<file path="config.mk">
export PLATFORM = sky130hd
export DESIGN_NAME = mmio_pwm_led
export DESIGN_NICKNAME = d
export VERILOG_FILES = /design/src/rtl/mmio_pwm_led.sv
export SDC_FILE = /design/constraint.sdc
export NUM_CORES = 1
export LEC_CHECK = 0
export CORE_ASPECT_RATIO = 0.7
export CORE_UTILIZATION = 28
export CTS_CLUSTER_SIZE = 25
export DETAILED_ROUTE_END_ITERATION = 10
export PLACE_DENSITY = 0.58
export RECOVER_POWER = 25
export SLEW_MARGIN = 20
export SYNTH_ARGS = -nofsm -noshare
export SYNTH_HDL_FRONTEND = slang
export SYNTH_SLANG_ARGS = --single-unit
</file>
<file path="constraint.sdc">
create_clock -name clk -period 3 [get_ports clk]
set_input_delay 0.45 -clock clk [delete_from_list [all_inputs] [get_ports clk]]
set_output_delay 0.45 -clock clk [all_outputs]
set_load 0.02 [all_outputs]
</file>
<file path="src/rtl/mmio_pwm_led.sv">
// Memory-mapped 4-channel PWM (led/red/green/blue) with double-buffered duties applied at period wrap.
// Latency: rdata one cycle after the address, PWM outputs registered one cycle after cnt; no backpressure.
module mmio_pwm_led #(
  parameter logic [31:0] BASE_ADDR  = 32'h0000_2000,
  parameter int          PWM_BITS   = 8,
  parameter int          PRESCALE_W = 16
) (
  input  logic        clk,
  input  logic        reset,
  input  logic [31:0] addr,
  input  logic [31:0] wdata,
  input  logic        we,
  output logic        sel,
  output logic [31:0] rdata,
  output logic        led,
  output logic        red,
  output logic        green,
  output logic        blue
);

  localparam int                  NCH       = 4;
  localparam logic [31:0]         LAST_ADDR = BASE_ADDR + 32'h1C;
  localparam logic [PWM_BITS-1:0] CNT_MAX   = {PWM_BITS{1'b1}};

  localparam logic [2:0] OFF_CTRL     = 3'd0;
  localparam logic [2:0] OFF_PRESCALE = 3'd1;
  localparam logic [2:0] OFF_DUTY_LED = 3'd2;
  localparam logic [2:0] OFF_DUTY_R   = 3'd3;
  localparam logic [2:0] OFF_DUTY_G   = 3'd4;
  localparam logic [2:0] OFF_DUTY_B   = 3'd5;
  localparam logic [2:0] OFF_STATUS   = 3'd6;

  logic [31:0]           offset;
  logic [2:0]            word;
  logic [2:0]            duty_off;
  logic [1:0]            duty_idx;
  logic                  wr_en;
  logic                  duty_wr;
  logic                  prescale_wr;
  logic                  tick;
  logic                  wrap;
  logic [31:0]           cnt_ext;
  logic [7:0]            status_cnt;
  logic                  unused_bits;

  logic                  en_q,       en_d;
  logic [PRESCALE_W-1:0] prescale_q, prescale_d;
  logic [PRESCALE_W-1:0] pcnt_q,     pcnt_d;
  logic [PWM_BITS-1:0]   cnt_q,      cnt_d;
  logic [PWM_BITS:0]     shadow_q [NCH];
  logic [PWM_BITS:0]     shadow_d [NCH];
  logic [PWM_BITS:0]     active_q [NCH];
  logic [PWM_BITS:0]     active_d [NCH];
  logic                  pending_q,  pending_d;
  logic [NCH-1:0]        out_q,      out_d;
  logic [31:0]           rdata_q,    rdata_d;

  // Address decode: word index within the 32-byte window, byte lanes ignored.
  assign offset      = addr - BASE_ADDR;
  assign word        = offset[4:2];
  assign sel         = (addr >= BASE_ADDR) && (addr <= LAST_ADDR);
  assign wr_en       = we && sel;
  assign prescale_wr = wr_en && (word == OFF_PRESCALE);
  assign duty_wr     = wr_en && (word >= OFF_DUTY_LED) && (word <= OFF_DUTY_B);
  assign duty_off    = word - OFF_DUTY_LED;
  assign duty_idx    = duty_off[1:0];

  assign tick        = en_q && (pcnt_q == prescale_q);
  assign wrap        = tick && (cnt_q == CNT_MAX);

  assign cnt_ext     = 32'(cnt_q);
  assign status_cnt  = cnt_ext[7:0];
  assign unused_bits = ^{offset[31:5], offset[1:0], cnt_ext[31:8], duty_off[2]};

  always_comb begin
    en_d       = en_q;
    prescale_d = prescale_q;
    if (wr_en && (word == OFF_CTRL)) begin
      en_d = wdata[0];
    end
    if (prescale_wr) begin
      prescale_d = wdata[PRESCALE_W-1:0];
    end
  end

  always_comb begin
    pcnt_d = pcnt_q;
    cnt_d  = cnt_q;
    if (!en_q || prescale_wr || tick) begin
      pcnt_d = '0;
    end else begin
      pcnt_d = pcnt_q + PRESCALE_W'(1);
    end
    if (!en_q) begin
      cnt_d = '0;
    end else if (tick) begin
      cnt_d = cnt_q + PWM_BITS'(1);
    end
  end

  // Actives sample the pre-write shadow, so a duty write landing on the wrap edge waits a period.
  always_comb begin
    for (int i = 0; i < NCH; i++) begin
      shadow_d[i] = shadow_q[i];
      active_d[i] = active_q[i];
      if (duty_wr && (duty_idx == 2'(i))) begin
        shadow_d[i] = wdata[PWM_BITS:0];
      end
      if (!en_q || wrap) begin
        active_d[i] = shadow_q[i];
      end
    end
  end

  always_comb begin
    pending_d = pending_q;
    if (!en_q) begin
      pending_d = 1'b0;
    end else if (duty_wr) begin
      pending_d = 1'b1;
    end else if (wrap) begin
      pending_d = 1'b0;
    end
  end

  always_comb begin
    out_d = '0;
    for (int i = 0; i < NCH; i++) begin
      out_d[i] = en_q && ({1'b0, cnt_q} < active_q[i]);
    end
  end

  always_comb begin
    rdata_d = '0;
    if (sel) begin
      case (word)
        OFF_CTRL:     rdata_d[0] = en_q;
        OFF_PRESCALE: rdata_d[PRESCALE_W-1:0] = prescale_q;
        OFF_DUTY_LED, OFF_DUTY_R, OFF_DUTY_G, OFF_DUTY_B:
                      rdata_d[PWM_BITS:0] = shadow_q[duty_idx];
        OFF_STATUS: begin
          rdata_d[0]    = pending_q;
          rdata_d[15:8] = status_cnt;
        end
        default:      rdata_d = '0;
      endcase
    end
  end

  always_ff @(posedge clk) begin
    if (!reset) begin
      en_q       <= 1'b0;
      prescale_q <= '0;
      pcnt_q     <= '0;
      cnt_q      <= '0;
      pending_q  <= 1'b0;
      out_q      <= '0;
      rdata_q    <= '0;
      for (int i = 0; i < NCH; i++) begin
        shadow_q[i] <= '0;
        active_q[i] <= '0;
      end
    end else begin
      en_q       <= en_d;
      prescale_q <= prescale_d;
      pcnt_q     <= pcnt_d;
      cnt_q      <= cnt_d;
      pending_q  <= pending_d;
      out_q      <= out_d;
      rdata_q    <= rdata_d;
      for (int i = 0; i < NCH; i++) begin
        shadow_q[i] <= shadow_d[i];
        active_q[i] <= active_d[i];
      end
    end
  end

  assign rdata = rdata_q;
  assign led   = out_q[0];
  assign red   = out_q[1];
  assign green = out_q[2];
  assign blue  = out_q[3];

endmodule

</file>
==> results of run 1 <==
[power by group through the flow]
stage                     clock [uW]  sequential, uW  combinational (uW)
after floorplan                    0            1820                94.0
after global placement             0            1820                 179
after detailed placement           0            1820                 179
after CTS                       2470            1780                 180
after global routing            2570            1780                 191
final                           2440            1780                 178
[synthesized netlist by cell type (4+ instances only)]
cell,n
mux2i_1,54
a211oi_1,4
a21oi_1,8
nand2_1,48
nand4_1,6
nor2_1,56
xnor2_1,17
nand2b_1,6
nor3_1,4
clkbuf_1,16
a22oi_1,15
nand3_1,48
buf_4,19
ha_1,30
o21ai_1,5
nor4_1,8
nor4b_1,4
inv_1,39
nor2b_1,55
dfxtp_1,134
buf_2,9
xor2_1,13
mux4_2,9
buf_6,6
o21ai_0,35
a21o_1,12
[timing repair]
action                                 4_1_cts  5_1_grt
endpoints found under the hold margin        0        0
setup endpoints to repair                    0        1
gates resized for setup                      0        2
buffers inserted                             0        1
[final timing paths]
| check | startpoint | end | slack, ns |
|---|---|---|---|
| setup reg to reg | pcnt_q[12]$_SDFF_PP0_ | pcnt_q[4]$_SDFF_PP0_ | 0.44 |
| hold / removal | active_q[2][5]$_SDFFE_PN0P_ | active_q[2][5]$_SDFFE_PN0P_ | 0.45 |
| setup / recovery | addr[20] | sel | 0.39 |
| hold reg to reg | active_q[2][5]$_SDFFE_PN0P_ | active_q[2][5]$_SDFFE_PN0P_ | 0.45 |
[routing by layer]
layer | share of wire [%] | track usage, %
met1 | 50 | 21.7
met2 | 41 | 21.1
met3 | 8.3 | 3.74
met4 | 0.47 | 3.14
met5 | 0 | 0
[critical path: stages]
cell and delay [ns]:
clkdlybuf4s50_1 0.40, nor4_1 0.29, nand4_1 0.19, nor3_1 0.52
dlymetal6s2s_1 0.30
[final cells by class]
class	count	area (um^2)
fillers	2310	14500
flip-flops and latches	134	2680
well taps	312	390
clock buffers	19	433
clock inverters	13	253
multi-input cells	487	3360
repair buffers	97	930
inverters	39	146
[kinds of logic after synthesis]
kind of cell               Yosys count
and+or+nand+nor                    254
DFF                                134
buffers and inverters               94
AOI/OAI and AO/OA                   93
muxes                               63
xor gates and xnor gates            31
adders and majority gates           30
other                                1
[stage by stage]
step	power (uW)	cells	hold slack, ns
2_1_floorplan	1910	715	0.428
3_3_place_gp	2000	1068	0.439
3_5_place_dp	2000	1068	0.449
4_1_cts	4430	1100	0.452
5_1_grt	4540	1101	0.471
6_report	4400	1101	0.455
[sequential cells by signal, indices dropped and copies added, names as in the netlist]
signal,cells
pcnt_q,16
shadow_q,36
en_q,1
prescale_q,16
out_q,4
cnt_q,8
active_q,36
pending_q,1
rdata,16
==> results.py, run 1 <==
metrics = {
    "synth": {
        "synthMuxAreaShare_pct": 11.5,
        "yosys.cell_types.count": 54,
        "yosys_register_bits": 134,
        "synth-edff-count": 0,
        "synth.yosys.seq_area_share_pct": 41.4,
        "synth_top_area_share_pct": 41.4,
        "ys_warn_count": 0,
        "synth-simple-area-share_pct": 20.2,
        "ys.flop_type": "dfxtp_1",
        "synth_compound_area_share_pct": 9.35,
        "yosysTopAreaCell": "dfxtp_1",
        "syn_area_um2": 6480,
        "synth_top_family_by_area": "simple AND/OR/NAND/NOR gates",
        "syn_area_per_cell_um2": 9.26,
        "synthXorXnorAreaFrac_pct": 4.31,
        "yosys-top-cells-area": "dfxtp_1, mux2i_1, ha_1",
        "async_reset_ff_share_pct": 0,
        "synth_cells": 700,
        "synth_fa_ha_area_share_pct": 5.79,
    },
    "layout": {
        "area_growth_syn_to_layout_pct": 26.5,
        "post-route-util_pct": 36.2,
        "final_cell_mix": "dfxtp_1, nor2_1, nor2b_1",
        "diodes": 0,
        "drive_gt1_share_pct": 8.75,
        "final_common_cell": "dfxtp_1",
        "nets": 873,
        "finalInstanceArea_um2": 8200,
    },
    "placement": {
        "gp_congestion": 0.800,
        "placed_area_um2": 7530,
        "pre_cts_slack_ns": 0.0501,
        "hpwl_mm": 12.1,
        "portBuffers": 71,
    },
    "timing": {
        "tightest_slew_ns": 0.587,
        "drv_slew": 0,
        "maxClockFrequency_mhz": 383,
        "fin_skew_ns": 0.0134,
        "worst_slack_ns": 0.389,
        "finalSetupTns_ns": 0,
        "fin_crit_ns": 2.61,
        "slew_headroom_pct": 60.9,
        "fin_crit_sh_pct": 87.0,
        "finalSetupViolations": 0,
        "hold_viol_final": 0,
        "grt_setup_unrepaired": "no",
    },
    "drt": {
        "drcViolationCount": 0,
        "vias": 4973,
        "wl_mm": 16.9,
        "vias_per_cell": 4.52,
        "wl_per_cell_um": 15.4,
        "final_antenna_net_count": 0,
        "drt_pass1_iterations": 5,
        "drt_iter0_drc": 346,
    },
    "worst_setup_path": {
        "crit_type": "in -> out",
        "worstSetupStartpointType": "input port",
        "crit_path_end_kind": "primary output",
        "crit_required_ns": 2.55,
        "arrival_ns": 2.16,
        "crit_fanout": 3,
        "rr_worst_depth": 7,
    },
    "pwr": {
        "p_leak_uw": 0.00294,
        "p_switching_uw": 890,
        "power_frac_seq_pct": 40.5,
        "peakVddDrop_uv": 393,
        "clkPwrFrac_pct": 55.5,
        "p_sw_share_pct": 20.2,
        "pwr-share-comb_pct": 4.0,
        "power.density_nw_per_um2": 536,
        "intPower_uw": 3510,
    },
    "clocking": {
        "cts_root_buf": "clkbuf_16",
        "cts_tree": "yes",
        "cts_max_path_buffers": 2,
        "clk_pin_slew_worst_paths_ns": 0.06,
        "insertion_delay_ns": 0.42,
        "cts_hold_buf": 0,
        "cts_max_level": 4,
        "cts_sinks": 134,
        "cts_buffers": 17,
    },
    "min_path": {
        "holdPathStages": 2,
        "hold_class": "reg -> reg",
    },
    "die": {
        "core_um2": 22700,
        "die_width_um": 184,
        "fp-row-count": 46,
        "pin_count": 104,
        "dieHeight_um": 129,
        "die-area_um2": 23800,
        "start_util_pct": 28.6,
    },
    "global_route": {
        "track_usage_pct": 14.6,
        "grt_antenna_before_repair": 0,
        "grt_max_degree": 73,
        "grt_remaining_overflow": 0,
        "grt_pass1_wl_mm": 26.1,
        "grt_pass1_vias": 4712,
    },
    "run_status": {
        "status": "finished clean",
    },
    "flow_run": {
        "drv_cap": 0,
    },
}
(Power assumes the default switching activity.)
==> run 2, diff against run 1 <==
--- a/config.mk
+++ b/config.mk
@@ -7,11 +7,9 @@
 export LEC_CHECK = 0
 export CORE_ASPECT_RATIO = 0.7
 export CORE_UTILIZATION = 28
-export CTS_CLUSTER_SIZE = 25
 export DETAILED_ROUTE_END_ITERATION = 10
 export PLACE_DENSITY = 0.58
-export RECOVER_POWER = 25
-export SLEW_MARGIN = 20
+export SLEW_MARGIN = 5
 export SYNTH_ARGS = -nofsm -noshare
 export SYNTH_HDL_FRONTEND = slang
 export SYNTH_SLANG_ARGS = --single-unit
==> run 2 against run 1 <==
  * Register-to-register slack improved by 0.16 ns
  * First-iteration DRC count increased by 14%
  * Wire length up 0.28%
  * Combinational power is essentially flat
  * Design area is 0.37% higher
  * Via count grew 1.2%
  * Clock power about the same
  * Clock-buffer cell count unchanged
  * Global-route usage unchanged
  * Worst setup slack better by 0.17 ns
  * Flip-flop and latch count unchanged
  * Largest cell class unchanged
  * Highest routed layer unchanged
==> results.py, run 2 (synthesized netlist as in run 1, its figures left out) <==
metrics = {
    "worst_setup_path": {
        "r2r_end": "pcnt_q[4]$_SDFF_PP0_",
        "critPathSlowestCell": "clkdlybuf4s50_1",
        "crit_required_ns": 2.55,
        "reg2reg_setup_slack_ns": 0.60,
        "crit_path_cell_trace": "clkdlybuf4s50_1 > nor4_1 > nand4_1 > nor3_4 > dlymetal6s2s_1",
        "rr_worst_depth": 7,
        "r2r_start": "pcnt_q[12]$_SDFF_PP0_",
        "max_stage_delay_ns": 0.40,
        "crit_path_end_kind": "primary output",
        "arrival_ns": 1.99,
        "crit_type": "in -> out",
        "worstSetupStartpointType": "input port",
        "crit_fanout": 3,
    },
    "global_route": {
        "grt_max_degree": 73,
        "grt_pass1_vias": 4712,
        "grt_pass1_wl_mm": 26.1,
        "grt_antenna_before_repair": 0,
        "grt_remaining_overflow": 0,
        "track_usage_pct": 14.6,
    },
    "drt": {
        "vias_per_cell": 4.57,
        "drt_pass1_iterations": 5,
        "drt_iter0_drc": 395,
        "wl_mm": 17.0,
        "final_antenna_net_count": 0,
        "vias": 5035,
        "wl_per_cell_um": 15.4,
        "drcViolationCount": 0,
    },
    "die": {
        "pin_count": 104,
        "die-area_um2": 23800,
        "die_width_um": 184,
        "start_util_pct": 28.6,
        "core_um2": 22700,
        "dieHeight_um": 129,
        "fp-row-count": 46,
    },
    "timing": {
        "fin_crit_sh_pct": 81.5,
        "drv_slew": 0,
        "grt_setup_unrepaired": "no",
        "tightest_slew_ns": 0.574,
        "slew_headroom_pct": 61.7,
        "finalSetupViolations": 0,
        "maxClockFrequency_mhz": 409,
        "finalSetupTns_ns": 0,
        "worst_slack_ns": 0.556,
        "fin_skew_ns": 0.0111,
        "fin_crit_ns": 2.44,
        "hold_viol_final": 0,
    },
    "clocking": {
        "cts_sinks": 134,
        "clk_pin_slew_worst_paths_ns": 0.06,
        "cts_max_path_buffers": 2,
        "cts_root_buf": "clkbuf_16",
        "cts_tree": "yes",
        "insertion_delay_ns": 0.42,
        "cts_buffers": 17,
        "cts_max_level": 4,
    },
    "pwr": {
        "total_power_uw": 4400,
        "power.density_nw_per_um2": 535,
        "peakVddDrop_uv": 392,
        "p_leak_uw": 0.00289,
    },
    "layout": {
        "final_common_cell": "dfxtp_1",
        "final_cell_mix": "dfxtp_1, clkdlybuf4s50_1, nor2_1",
        "nets": 873,
        "diodes": 0,
        "area_growth_syn_to_layout_pct": 27.0,
        "top_regs": "active_q: 36 flops, shadow_q: 36 flops",
        "drive_gt1_share_pct": 9.38,
    },
    "min_path": {
        "holdPathStages": 2,
        "min_from": "active_q[2][4]$_SDFFE_PN0P_",
        "worstHoldEndpoint": "active_q[2][4]$_SDFFE_PN0P_",
        "hold_class": "reg -> reg",
    },
    "flow_run": {
        "drv_cap": 0,
    },
    "placement": {
        "gp_congestion": 0.800,
        "pre_cts_slack_ns": 0.0501,
        "hpwl_mm": 12.1,
        "portBuffers": 71,
    },
    "run_status": {
        "status": "finished clean",
    },
}
[run 2: how the worst max path moves through the flow]
stage | start | depth (start not counted) | to
CTS | addr[20] | 5 | sel
detailed placement | addr[20] | 5 | sel
global placement | addr[23] | 5 | sel
finish | addr[20] | 5 | sel
floorplan | addr[20] | 8 | prescale_q[10]$_SDFFE_PN0P_
global route | addr[23] | 5 | sel
[run 2: per-stage QoR]
stage | hold WS, ns | utilization, % | instance area, um^2 | instances
2_1_floorplan | 0.428 | - | 6540 | 715
3_3_place_gp | 0.439 | 33.2 | 7530 | 1068
3_5_place_dp | 0.449 | 33.2 | 7530 | 1068
4_1_cts | 0.452 | 36.2 | 8210 | 1100
5_1_grt | 0.471 | 36.3 | 8230 | 1101
6_report | 0.455 | 36.3 | 8230 | 1101
[run 2: power breakdown]
group | switching (uW) | internal [uW]
Sequential | 0.000000531 | 1780
Clock | 802 | 1640
Combinational | 93.3 | 86.0
Total | 895 | 3510
[run 2: worst max-delay path, delay by kind of cell]
family	cells	cell delay, ns
simple gates	3	0.86
buf+inv	2	0.67
[run 2: area by class of cell]
type                       instances  area [um^2]
clock inverter                    13          253
timing repair buffer              97          943
clock buffer                      19          433
multi-input combinational        487         3380
tap                              312          390
sequential                       134         2680
inverter                          39          146
fill                            2303        14400
[run 2: repair_timing]
item / in CTS / in global routing
endpoints found under the setup margin: 0 / 1
resized for setup: 0 / 2
setup buffers: 0 / 1
hold buffers: 0 / 0
[run 2: layer usage]
metal	global-route usage, %	part of all wire [%]	up-vias
met2	21.1	40	126
met4	3.14	0.77	0
met5	0	0	-
met3	3.74	5.6	15
met1	21.7	53	2362
li1	-	-	2532
==> run 3, diff against run 2 <==
--- a/config.mk
+++ b/config.mk
@@ -8,7 +8,7 @@
 export CORE_ASPECT_RATIO = 0.7
 export CORE_UTILIZATION = 28
 export DETAILED_ROUTE_END_ITERATION = 10
-export PLACE_DENSITY = 0.58
+export PLACE_DENSITY = 0.6
 export SLEW_MARGIN = 5
 export SYNTH_ARGS = -nofsm -noshare
 export SYNTH_HDL_FRONTEND = slang
==> constraint.sdc (replaced) <==
create_clock -name clk -period 2 [get_ports clk]
set_input_delay 0.3 -clock clk [delete_from_list [all_inputs] [get_ports clk]]
set_output_delay 0.3 -clock clk [all_outputs]
set_load 0.02 [all_outputs]
==> run 3 against run 2 <==
  * Critical endpoint is now active_q[3][6]$_SDFFE_PN0P_
  * Flip-flop and latch count did not move
  * Combinational power is 58% higher
  * Wire length grew 11%
  * Register-to-register slack worse by 0.59 ns
  * Largest power group unchanged
  * Power increased by 39%
  * Critical path depth rose by 3
==> results.py, run 3 (synthesized netlist as in run 1, its figures left out) <==
metrics = {
    "pwr": {
        "p_leak_uw": 0.00346,
        "pwr-share-comb_pct": 4.6,
        "power.density_nw_per_um2": 685,
        "intPower_uw": 4670,
        "peakVddDrop_uv": 552,
        "p_sw_share_pct": 23.8,
        "clkPwrFrac_pct": 52.0,
        "power_frac_seq_pct": 43.4,
        "p_switching_uw": 1460,
    },
    "layout": {
        "top_regs": "active_q: 36 flops, shadow_q: 36 flops",
        "area_growth_syn_to_layout_pct": 38.3,
        "stdcell_count": 1161,
        "drive_gt1_share_pct": 19.3,
        "final_common_cell": "dfxtp_1",
        "fillerInstances": 2287,
        "final_cell_mix": "dfxtp_1, buf_4, nor2_1, nor2b_1, mux2i_1",
        "post-route-util_pct": 39.5,
        "diodes": 0,
        "nets": 933,
    },
    "placement": {
        "portBuffers": 71,
        "dp_cells": 1120,
        "gp_congestion": 0.810,
        "hpwl_mm": 13.4,
        "pre_cts_slack_ns": -0.562,
    },
    "drt": {
        "wl_mm": 18.8,
        "vias": 5352,
        "drt_iter0_drc": 579,
        "final_antenna_net_count": 0,
        "drcViolationCount": 0,
        "vias_per_cell": 4.61,
        "drt_pass1_iterations": 5,
        "wl_per_cell_um": 16.2,
    },
    "timing": {
        "fin_crit_sh_pct": 99.6,
        "fin_skew_ns": 0.0195,
        "slew_headroom_pct": 66.4,
        "drv_slew": 0,
        "worst_slack_ns": 0.00716,
        "grt_setup_unrepaired": "yes",
        "finalSetupViolations": 0,
        "fin_crit_ns": 1.99,
        "tightest_slew_ns": 0.504,
        "hold_viol_final": 0,
        "maxClockFrequency_mhz": 502,
        "timing.hold.ws_ns": 0.210,
        "finalSetupTns_ns": 0,
    },
    "clocking": {
        "cts_max_level": 4,
        "cts_sinks": 134,
        "insertion_delay_ns": 0.43,
        "cts_buffers": 17,
        "cts_tree": "yes",
        "clk_pin_slew_worst_paths_ns": 0.07,
        "cts_max_path_buffers": 2,
        "cts_root_buf": "clkbuf_16",
    },
    "die": {
        "start_util_pct": 28.6,
        "dieHeight_um": 129,
        "die_width_um": 184,
        "die-area_um2": 23800,
        "fp-row-count": 46,
        "core_um2": 22700,
        "pin_count": 104,
    },
    "min_path": {
        "holdPathStages": 2,
        "worstHoldEndpoint": "prescale_q[10]$_SDFFE_PN0P_",
        "hold_class": "in -> reg",
        "min_from": "reset",
    },
    "worst_setup_path": {
        "crit_fanout": 10,
        "reg2reg_setup_slack_ns": 0.007,
        "r2r_end": "active_q[3][6]$_SDFFE_PN0P_",
        "max_stage_delay_ns": 0.47,
        "crit_path_end_kind": "register",
        "crit_type": "reg -> reg",
        "critPathLaunch": "prescale_q[6]$_SDFFE_PN0P_",
        "arrival_ns": 2.35,
        "r2r_start": "prescale_q[6]$_SDFFE_PN0P_",
        "critPathSlowestCell": "or4_4",
        "rr_worst_depth": 8,
        "worstSetupStartpointType": "register",
        "crit_required_ns": 2.36,
        "crit_path_cell_trace": "xnor2_2 > nand4_1 > or4_4 > o31ai_4 > buf_12 > buf_4 > nand3_1 > o21ai_1",
    },
    "global_route": {
        "grt_remaining_overflow": 0,
        "grt_max_degree": 124,
        "track_usage_pct": 15.9,
        "grt_pass1_wl_mm": 28.0,
        "grt_pass1_vias": 4892,
        "grt_antenna_before_repair": 0,
    },
    "run_status": {
        "status": "finished clean",
    },
    "flow_run": {
        "drv_cap": 0,
    },
}
## run 3: changes by cell type in the layout (fill, tap and decap cells not counted), moves of 18 or more
cell             before  now
o21ai_0              35   17
o21ai_1               5   23
clkdlybuf4s50_1      69   42
dlymetal6s2s_1        1   25
buf_4                24   69
## run 3: area by class of cell
class                   count  area (um^2)  area share, %
clock buffers              18          429           4.79
clock inverters            14          166           1.86
inverters                  39          146           1.63
multi-input cells         487         3530           39.4
flip-flops and latches    134         2700           30.1
well taps                 312          390           4.36
repair buffers            157         1600           17.9
## run 3: per-stage QoR
step                total power, uW  area (um^2)
finish                         6140         8960
detailed placement             3000         8020
floorplan                      2870         6550
CTS                            6200         8690
global placement               3000         8020
global route                   6350         8960
## run 3: power by group through the flow
stage                     sequential [uW]  clock [uW]  combinational, uW
after floorplan                      2730           0                141
after global placement               2730           0                275
after detailed placement             2730           0                276
after CTS                            2670        3250                277
after global routing                 2660        3390                299
final                                2670        3190                283
## run 3: how the worst max path moves through the flow
stage,to,slack [ns],cells past startpoint
after detailed placement,sel,-0.56,5
after global placement,sel,-0.57,5
final,active_q[3][6]$_SDFFE_PN0P_,0.007,8
after floorplan,active_q[0][5]$_SDFFE_PN0P_,0.02,7
after CTS,shadow_q[2][0]$_SDFFE_PN0P_,0.01,9
after global routing,active_q[2][8]$_SDFFE_PN0P_,-0.06,8
## run 3: repair_timing
item / 4_1_cts / 5_1_grt
setup endpoints to repair: 67 / 105
resized for setup: 22 / 70
cloned: 0 / 2
hold buffers: 0 / 0
pin swaps: 3 / 14
setup buffers: 2 / 5
## run 3: per-layer routing
metal / global-route usage [%] / routed length, um / vias up
li1: - / - / 2647
met1: 24.2 / 9770 / 2498
met2: 21.3 / 7460 / 192
met3: 4.75 / 1430 / 15
met4: 3.73 / 157 / 0
met5: 0 / 0 / -
## run 3: worst max-delay path, delay by kind of cell (launching register included)
kind | cells | cell delay (ns)
AND/OR/NAND/NOR | 3 | 0.70
flip-flops | 1 | 0.34
XOR/XNOR | 1 | 0.19
AO/OA/AOI/OAI | 2 | 0.34
buffers and inverters | 2 | 0.33
